[src/rtl/seven_seg_scanner_pkg.sv]
// Shared constants and helpers for the 4-digit multiplexed 7-segment scanner.
package seven_seg_scanner_pkg;

    localparam int NUM_DIGITS    = 4;
    localparam int NIBBLE_W      = 4;
    localparam int DISP_W        = NUM_DIGITS * NIBBLE_W;
    localparam logic [NUM_DIGITS-1:0] ANODE_OFF = 4'b1111;

    // Defaults for a 100 MHz clock: 1 ms per digit, 5 us blanking guard.
    localparam int DEFAULT_DIV   = 100000;
    localparam int DEFAULT_GUARD = 500;

    typedef logic [1:0] digit_idx_t;

    function automatic int cnt_width(input int div);
        return (div > 1) ? $clog2(div) : 1;
    endfunction

    function automatic logic [NUM_DIGITS-1:0] digit_onehot(input digit_idx_t idx);
        return NUM_DIGITS'(1) << idx;
    endfunction

endpackage

[src/rtl/seven_seg_scanner_if.sv]
// Display-side bundle between a value producer and the scanner.
interface seven_seg_scanner_if;
    import seven_seg_scanner_pkg::*;

    logic [DISP_W-1:0]     value;
    logic                  load;
    logic [NUM_DIGITS-1:0] dp_in;
    logic [NUM_DIGITS-1:0] blank_mask;
    logic                  lz_en;
    logic [NIBBLE_W-1:0]   bin;
    logic [NUM_DIGITS-1:0] anode;
    logic                  dp;
    logic                  pending;

    modport master (
        output value, load, dp_in, blank_mask, lz_en,
        input  bin, anode, dp, pending
    );

    modport slave (
        input  value, load, dp_in, blank_mask, lz_en,
        output bin, anode, dp, pending
    );

endinterface

[src/rtl/seven_seg_scanner_tick.sv]
// Digit-slot prescaler: counts 0..DIV-1 and flags the last cycle of each slot.
module tick_divider
    import seven_seg_scanner_pkg::*;
#(
    parameter int DIV = DEFAULT_DIV
) (
    input  logic                      clk,
    input  logic                      rst,
    output logic                      tick,
    output logic [cnt_width(DIV)-1:0] count
);

    localparam int CNT_W = cnt_width(DIV);

    logic [CNT_W-1:0] count_reg;

    assign tick  = (count_reg == CNT_W'(DIV - 1));
    assign count = count_reg;

    always_ff @(posedge clk) begin
        if (rst) begin
            count_reg <= '0;
        end else if (tick) begin
            count_reg <= '0;
        end else begin
            count_reg <= count_reg + 1'b1;
        end
    end

endmodule

[src/rtl/seven_seg_scanner.sv]
// Time-multiplexes a double-buffered 16-bit hex value onto a 4-digit common-anode display,
// with per-digit blanking, leading-zero suppression and an anti-ghosting guard interval.
module seven_seg_scanner
    import seven_seg_scanner_pkg::*;
#(
    parameter int DIV   = DEFAULT_DIV,
    parameter int GUARD = DEFAULT_GUARD
) (
    input  logic                clk,
    input  logic                rst,
    seven_seg_scanner_if.slave  bus
);

    localparam int CNT_W = cnt_width(DIV);

    logic                  tick;
    logic [CNT_W-1:0]      count;
    logic                  frame_wrap;
    logic                  in_guard;

    digit_idx_t            idx_reg, idx_next;
    logic [DISP_W-1:0]     disp_reg, disp_next;
    logic [DISP_W-1:0]     pend_reg, pend_next;
    logic                  pending_reg, pending_next;

    logic [NUM_DIGITS-1:0] lz_dark;
    logic [NUM_DIGITS-1:0] dark;
    logic [NUM_DIGITS-1:0] anode_reg, anode_next;
    logic [NIBBLE_W-1:0]   bin_reg, bin_next;
    logic                  dp_reg, dp_next;

    tick_divider #(.DIV(DIV)) u_tick (
        .clk   (clk),
        .rst   (rst),
        .tick  (tick),
        .count (count)
    );

    assign frame_wrap = tick && (idx_reg == digit_idx_t'(NUM_DIGITS - 1));
    assign in_guard   = (int'(count) < GUARD);

    // Digit 0 is exempt from zero suppression so an all-zero value still shows "0".
    for (genvar gi = 0; gi < NUM_DIGITS; gi++) begin : g_dark
        if (gi == 0) begin : g_first
            assign lz_dark[gi] = 1'b0;
        end else begin : g_upper
            assign lz_dark[gi] = bus.lz_en && (disp_reg[DISP_W-1:NIBBLE_W*gi] == '0);
        end
        assign dark[gi] = bus.blank_mask[gi] | in_guard | lz_dark[gi];
    end

    // Buffer update: a load on the wrap cycle bypasses straight to the display.
    always_comb begin
        idx_next     = idx_reg;
        disp_next    = disp_reg;
        pend_next    = pend_reg;
        pending_next = pending_reg;

        if (tick) begin
            idx_next = idx_reg + 1'b1;
        end

        if (frame_wrap) begin
            if (bus.load) begin
                disp_next    = bus.value;
                pending_next = 1'b0;
            end else if (pending_reg) begin
                disp_next    = pend_reg;
                pending_next = 1'b0;
            end
        end else if (bus.load) begin
            pend_next    = bus.value;
            pending_next = 1'b1;
        end
    end

    always_comb begin
        anode_next = ~(digit_onehot(idx_reg) & ~dark);
        bin_next   = disp_reg[{idx_reg, 2'b00} +: NIBBLE_W];
        dp_next    = ~(bus.dp_in[idx_reg] & ~dark[idx_reg]);
    end

    always_ff @(posedge clk) begin
        if (rst) begin
            idx_reg     <= '0;
            disp_reg    <= '0;
            pend_reg    <= '0;
            pending_reg <= 1'b0;
            anode_reg   <= ANODE_OFF;
            bin_reg     <= '0;
            dp_reg      <= 1'b1;
        end else begin
            idx_reg     <= idx_next;
            disp_reg    <= disp_next;
            pend_reg    <= pend_next;
            pending_reg <= pending_next;
            anode_reg   <= anode_next;
            bin_reg     <= bin_next;
            dp_reg      <= dp_next;
        end
    end

    assign bus.anode   = anode_reg;
    assign bus.bin     = bin_reg;
    assign bus.dp      = dp_reg;
    assign bus.pending = pending_reg;

endmodule

[src/flat_wrapper.sv]
// flat-port wrapper written by rule: the top's interface ports become plain ports
module seven_seg_scanner_flat import seven_seg_scanner_pkg::*;
#(
    parameter int DIV   = DEFAULT_DIV,
    parameter int GUARD = DEFAULT_GUARD
)
  (clk, rst, bus_value, bus_load, bus_dp_in, bus_blank_mask, bus_lz_en, bus_bin, bus_anode, bus_dp, bus_pending);
  seven_seg_scanner_if bus_i ();
  input  logic clk;
  input  logic rst;
  input wire logic [$bits(bus_i.value)-1:0] bus_value;
  input wire logic [$bits(bus_i.load)-1:0] bus_load;
  input wire logic [$bits(bus_i.dp_in)-1:0] bus_dp_in;
  input wire logic [$bits(bus_i.blank_mask)-1:0] bus_blank_mask;
  input wire logic [$bits(bus_i.lz_en)-1:0] bus_lz_en;
  output wire logic [$bits(bus_i.bin)-1:0] bus_bin;
  output wire logic [$bits(bus_i.anode)-1:0] bus_anode;
  output wire logic [$bits(bus_i.dp)-1:0] bus_dp;
  output wire logic [$bits(bus_i.pending)-1:0] bus_pending;
  assign bus_i.value = bus_value;
  assign bus_i.load = bus_load;
  assign bus_i.dp_in = bus_dp_in;
  assign bus_i.blank_mask = bus_blank_mask;
  assign bus_i.lz_en = bus_lz_en;
  assign bus_bin = bus_i.bin;
  assign bus_anode = bus_i.anode;
  assign bus_dp = bus_i.dp;
  assign bus_pending = bus_i.pending;
  seven_seg_scanner #(.DIV(DIV), .GUARD(GUARD)) u_core (.clk(clk), .rst(rst), .bus(bus_i));
endmodule
[config.mk]
export PLATFORM = sky130hd
export DESIGN_NAME = seven_seg_scanner_flat
export DESIGN_NICKNAME = d
export VERILOG_FILES = /design/src/rtl/seven_seg_scanner_pkg.sv /design/src/rtl/seven_seg_scanner_if.sv /design/src/rtl/seven_seg_scanner_tick.sv /design/src/rtl/seven_seg_scanner.sv /design/src/flat_wrapper.sv
export SDC_FILE = /design/constraint.sdc
export NUM_CORES = 1
export LEC_CHECK = 0
export CAP_MARGIN = 0
export CELL_PAD_IN_SITES_DETAIL_PLACEMENT = 1
export CELL_PAD_IN_SITES_GLOBAL_PLACEMENT = 2
export CORE_ASPECT_RATIO = 1.2
export CORE_MARGIN = 2
export CORE_UTILIZATION = 32
export CTS_BUF_LIST = sky130_fd_sc_hd__clkbuf_8
export CTS_CLUSTER_DIAMETER = 120
export DETAILED_ROUTE_END_ITERATION = 10
export HOLD_SLACK_MARGIN = 0.1
export PLACE_DENSITY_LB_ADDON = 0.1
export SYNTH_ARGS = -nofsm -noshare
export SYNTH_HDL_FRONTEND = slang
export SYNTH_SLANG_ARGS = --single-unit
[constraint.sdc]
create_clock -name clk -period 1.8 [get_ports clk]
set_input_delay 0.27 -clock clk [delete_from_list [all_inputs] [get_ports clk]]
set_output_delay 0.27 -clock clk [all_outputs]
set_load 0.1 [all_outputs]
==> metrics.cfg <==
[setup_path]
cp-start-kind = register
crit_type = register to register
arrival_ns = 1.97
cp-end-kind = register
required_ns = 2.02
r2r_cells = 6
regToRegEndpoint = u_core.pend_reg[10]
crit_start = u_core.u_tick.count[14]
cp_max_fo = 16
reg2reg_from = u_core.u_tick.count[14]
r2r_setup_slack_ns = 0.05

[synth]
synth_area_mm2 = 0.00266
synth-main-ff-cell = dfxtp_1
synth_top_cell_area_share = 0.460
synthArstFlopShare = 0
synth_area_leaders = dfxtp_1 46%, mux2i_1 12%, nor2_1 8.5%, a211oi_1 5.1%, mux4_2 3.4%
synth_mux_area_frac = 0.158
synth_top_family_by_area = simple AND/OR/NAND/NOR gates
syn_inst = 267
ys_warn_count = 0
synth_nets = 300
synthSimpleGateAreaFrac = 0.197
synth_fa_ha_area_frac = 0.0235
yosys.area_share.xor_xnor = 0.0527
synth-seq-area-share = 0.460
yosys.cell_count.top_type = dfxtp_1
postSynthRegisterBits = 61
synth_compound_area_frac = 0.0772
synth_common_cells = 61 x dfxtp_1, 60 x nor2_1, 33 x mux2i_1
ys_types = 38
synth_enable_flop_cells = 0
avgSynthCellArea_um2 = 9.95
yosysTopAreaCell = dfxtp_1

[finish]
layout-drive-gt1-share = 0.284
largest_reg_flops = 17
fill_cells = 926
nets = 363
postLayoutCellArea_mm2 = 0.00369
regArea_mm2 = 0.00123
diodes = 0
multi_input_area_mm2 = 0.00145
syn_to_final_growth_pct = 38.7

[floorplanning]
fp-row-count = 36
fp.coreArea_mm2 = 0.00811
die_x_um = 87.2
die-area_mm2 = 0.00905
ios = 38
start_util = 0.328
die_h_um = 104

[worst_hold_path]
hold_class = register to register
holdPathEnd = u_core.pend_reg[6]
whs_path_depth = 2
hold_start = u_core.pend_reg[6]

[sta]
final_hold_viol_count = 0
fin_crit_ns = 1.75
hold-worst-slack_ns = 0.494
setup_viol = 0
relSlewSlack = 0.704
fin_crit_sh = 0.975
setup-tns-final_ns = 0
max_freq_ghz = 0.570
drv_slew = 0
worst_slew_pin_slew_ns = 0.439
layout_setup_ws_ns = 0.0453
fin_skew_ns = 0.00750
rsz0062_at_grt = true

[outcome]
run_status = completed

[drt]
num_vias = 2126
ant_nets = 0
drtPass1Iterations = 4
viasPerCell = 4.94
drtIter0Drc = 44
wl_per_cell_um = 15.3
remaining_drc_errors = 0
wl_um = 6580

[place]
port_buffers = 37
gp_congestion = 0.769
dp_hpwl_um = 4690
placed_area_mm2 = 0.00329
detailedPlace.worstSlack_ns = -0.0527

[clock_tree]
clk_latency_ns = 0.34
numCtsBuffers = 9
clkSinkCount = 61
cts_hold_buf = 0
path_clk_slew_ns = 0.07
ctsRootBufferMaster = clkbuf_8
cts_tree = yes
cts_buffer_depth = 2
htree_levels = 3

[grt]
grt_pass1_vias = 2317
grt_pass1_wl_um = 11000
track_usage = 0.156
grt_overflow = 0
grt_max_degree = 22
antenna_found_initial = 0

[power]
power_density_mw_per_mm2 = 841
power.total_mw = 3.10
ir_drop_mv = 0.495
leakagePower_nw = 1.46

[flow_run]
cap_violations = 0

[layout make-up]
| class | count | share of cell area |
|---|---|---|
| timing repair buffer | 67 | 0.173 |
| inverter | 4 | 0.00407 |
| tap | 95 | 0.0322 |
| multi-input combinational | 187 | 0.392 |
| clock inverter | 6 | 0.0278 |
| sequential | 61 | 0.334 |
| clock buffer | 10 | 0.0373 |
[worst max path at each step]
stage                               end  cells past startpoint
floorplan           u_core.pend_reg[10]                      6
global placement          u_core.bus.dp                      5
detailed placement        u_core.bus.dp                      5
CTS                  u_core.disp_reg[8]                      7
global route        u_core.pend_reg[14]                      6
finish              u_core.pend_reg[10]                      6
[cells in the final DEF (no fill, tap or decap), types with 4 or more instances in the layout]
cell type        count
buf_4               35
nand2_1              7
xor2_1              10
nor4_1               5
mux4_2               4
dfxtp_2              8
a211oi_1             8
nor2_1              57
mux2i_1             33
clkdlybuf4s50_1     27
a211oi_2            10
dfxtp_1             53
xnor2_1              6
nor2b_1              4
nand3_1              8
inv_1                6
clkbuf_8            10
[critical path, stage by stage (launching register included)]
cell,delay (ns)
dfxtp_2,0.36
nor4_4,0.32
nand3_2,0.19
o31ai_4,0.30
buf_12,0.21
mux2i_1,0.20
nor2_1,0.05
[power breakdown]
group | total, mW | internal [mW] | switching (mW)
logic | 0.238 | 0.126 | 0.112
clock network | 1.47 | 0.946 | 0.524
registers | 1.39 | 1.38 | 0.0150
[per-stage QoR]
stage               utilization  instances
floorplan                     -        267
global placement          0.406        410
detailed placement        0.406        410
CTS                       0.445        430
global route              0.455        430
finish                    0.455        430
[kinds of logic (layout without fill, tap and decap cells)]
group / Yosys count / in the layout
simple gates: 103 / 103
flops: 61 / 61
mux: 37 / 37
compound gates: 26 / 26
buf+inv: 19 / 87
xor+xnor: 16 / 16
fa+ha+maj: 5 / 5
[per-layer routing]
layer  track usage  up-vias  part of all wire
met2         0.279       24              0.54
met1         0.175     1033              0.42
met3        0.0319       10             0.019
met5             0        -                 0
met4        0.0692        0             0.021
li1              -     1059                 -
[repair_timing]
item,CTS,global route
gates resized for setup,8,18
setup endpoints to repair,17,35
gates cloned,2,0
hold endpoints to repair,0,0
setup buffers,2,0
pin swaps,2,4
Power figures use the tool's default switching activity.
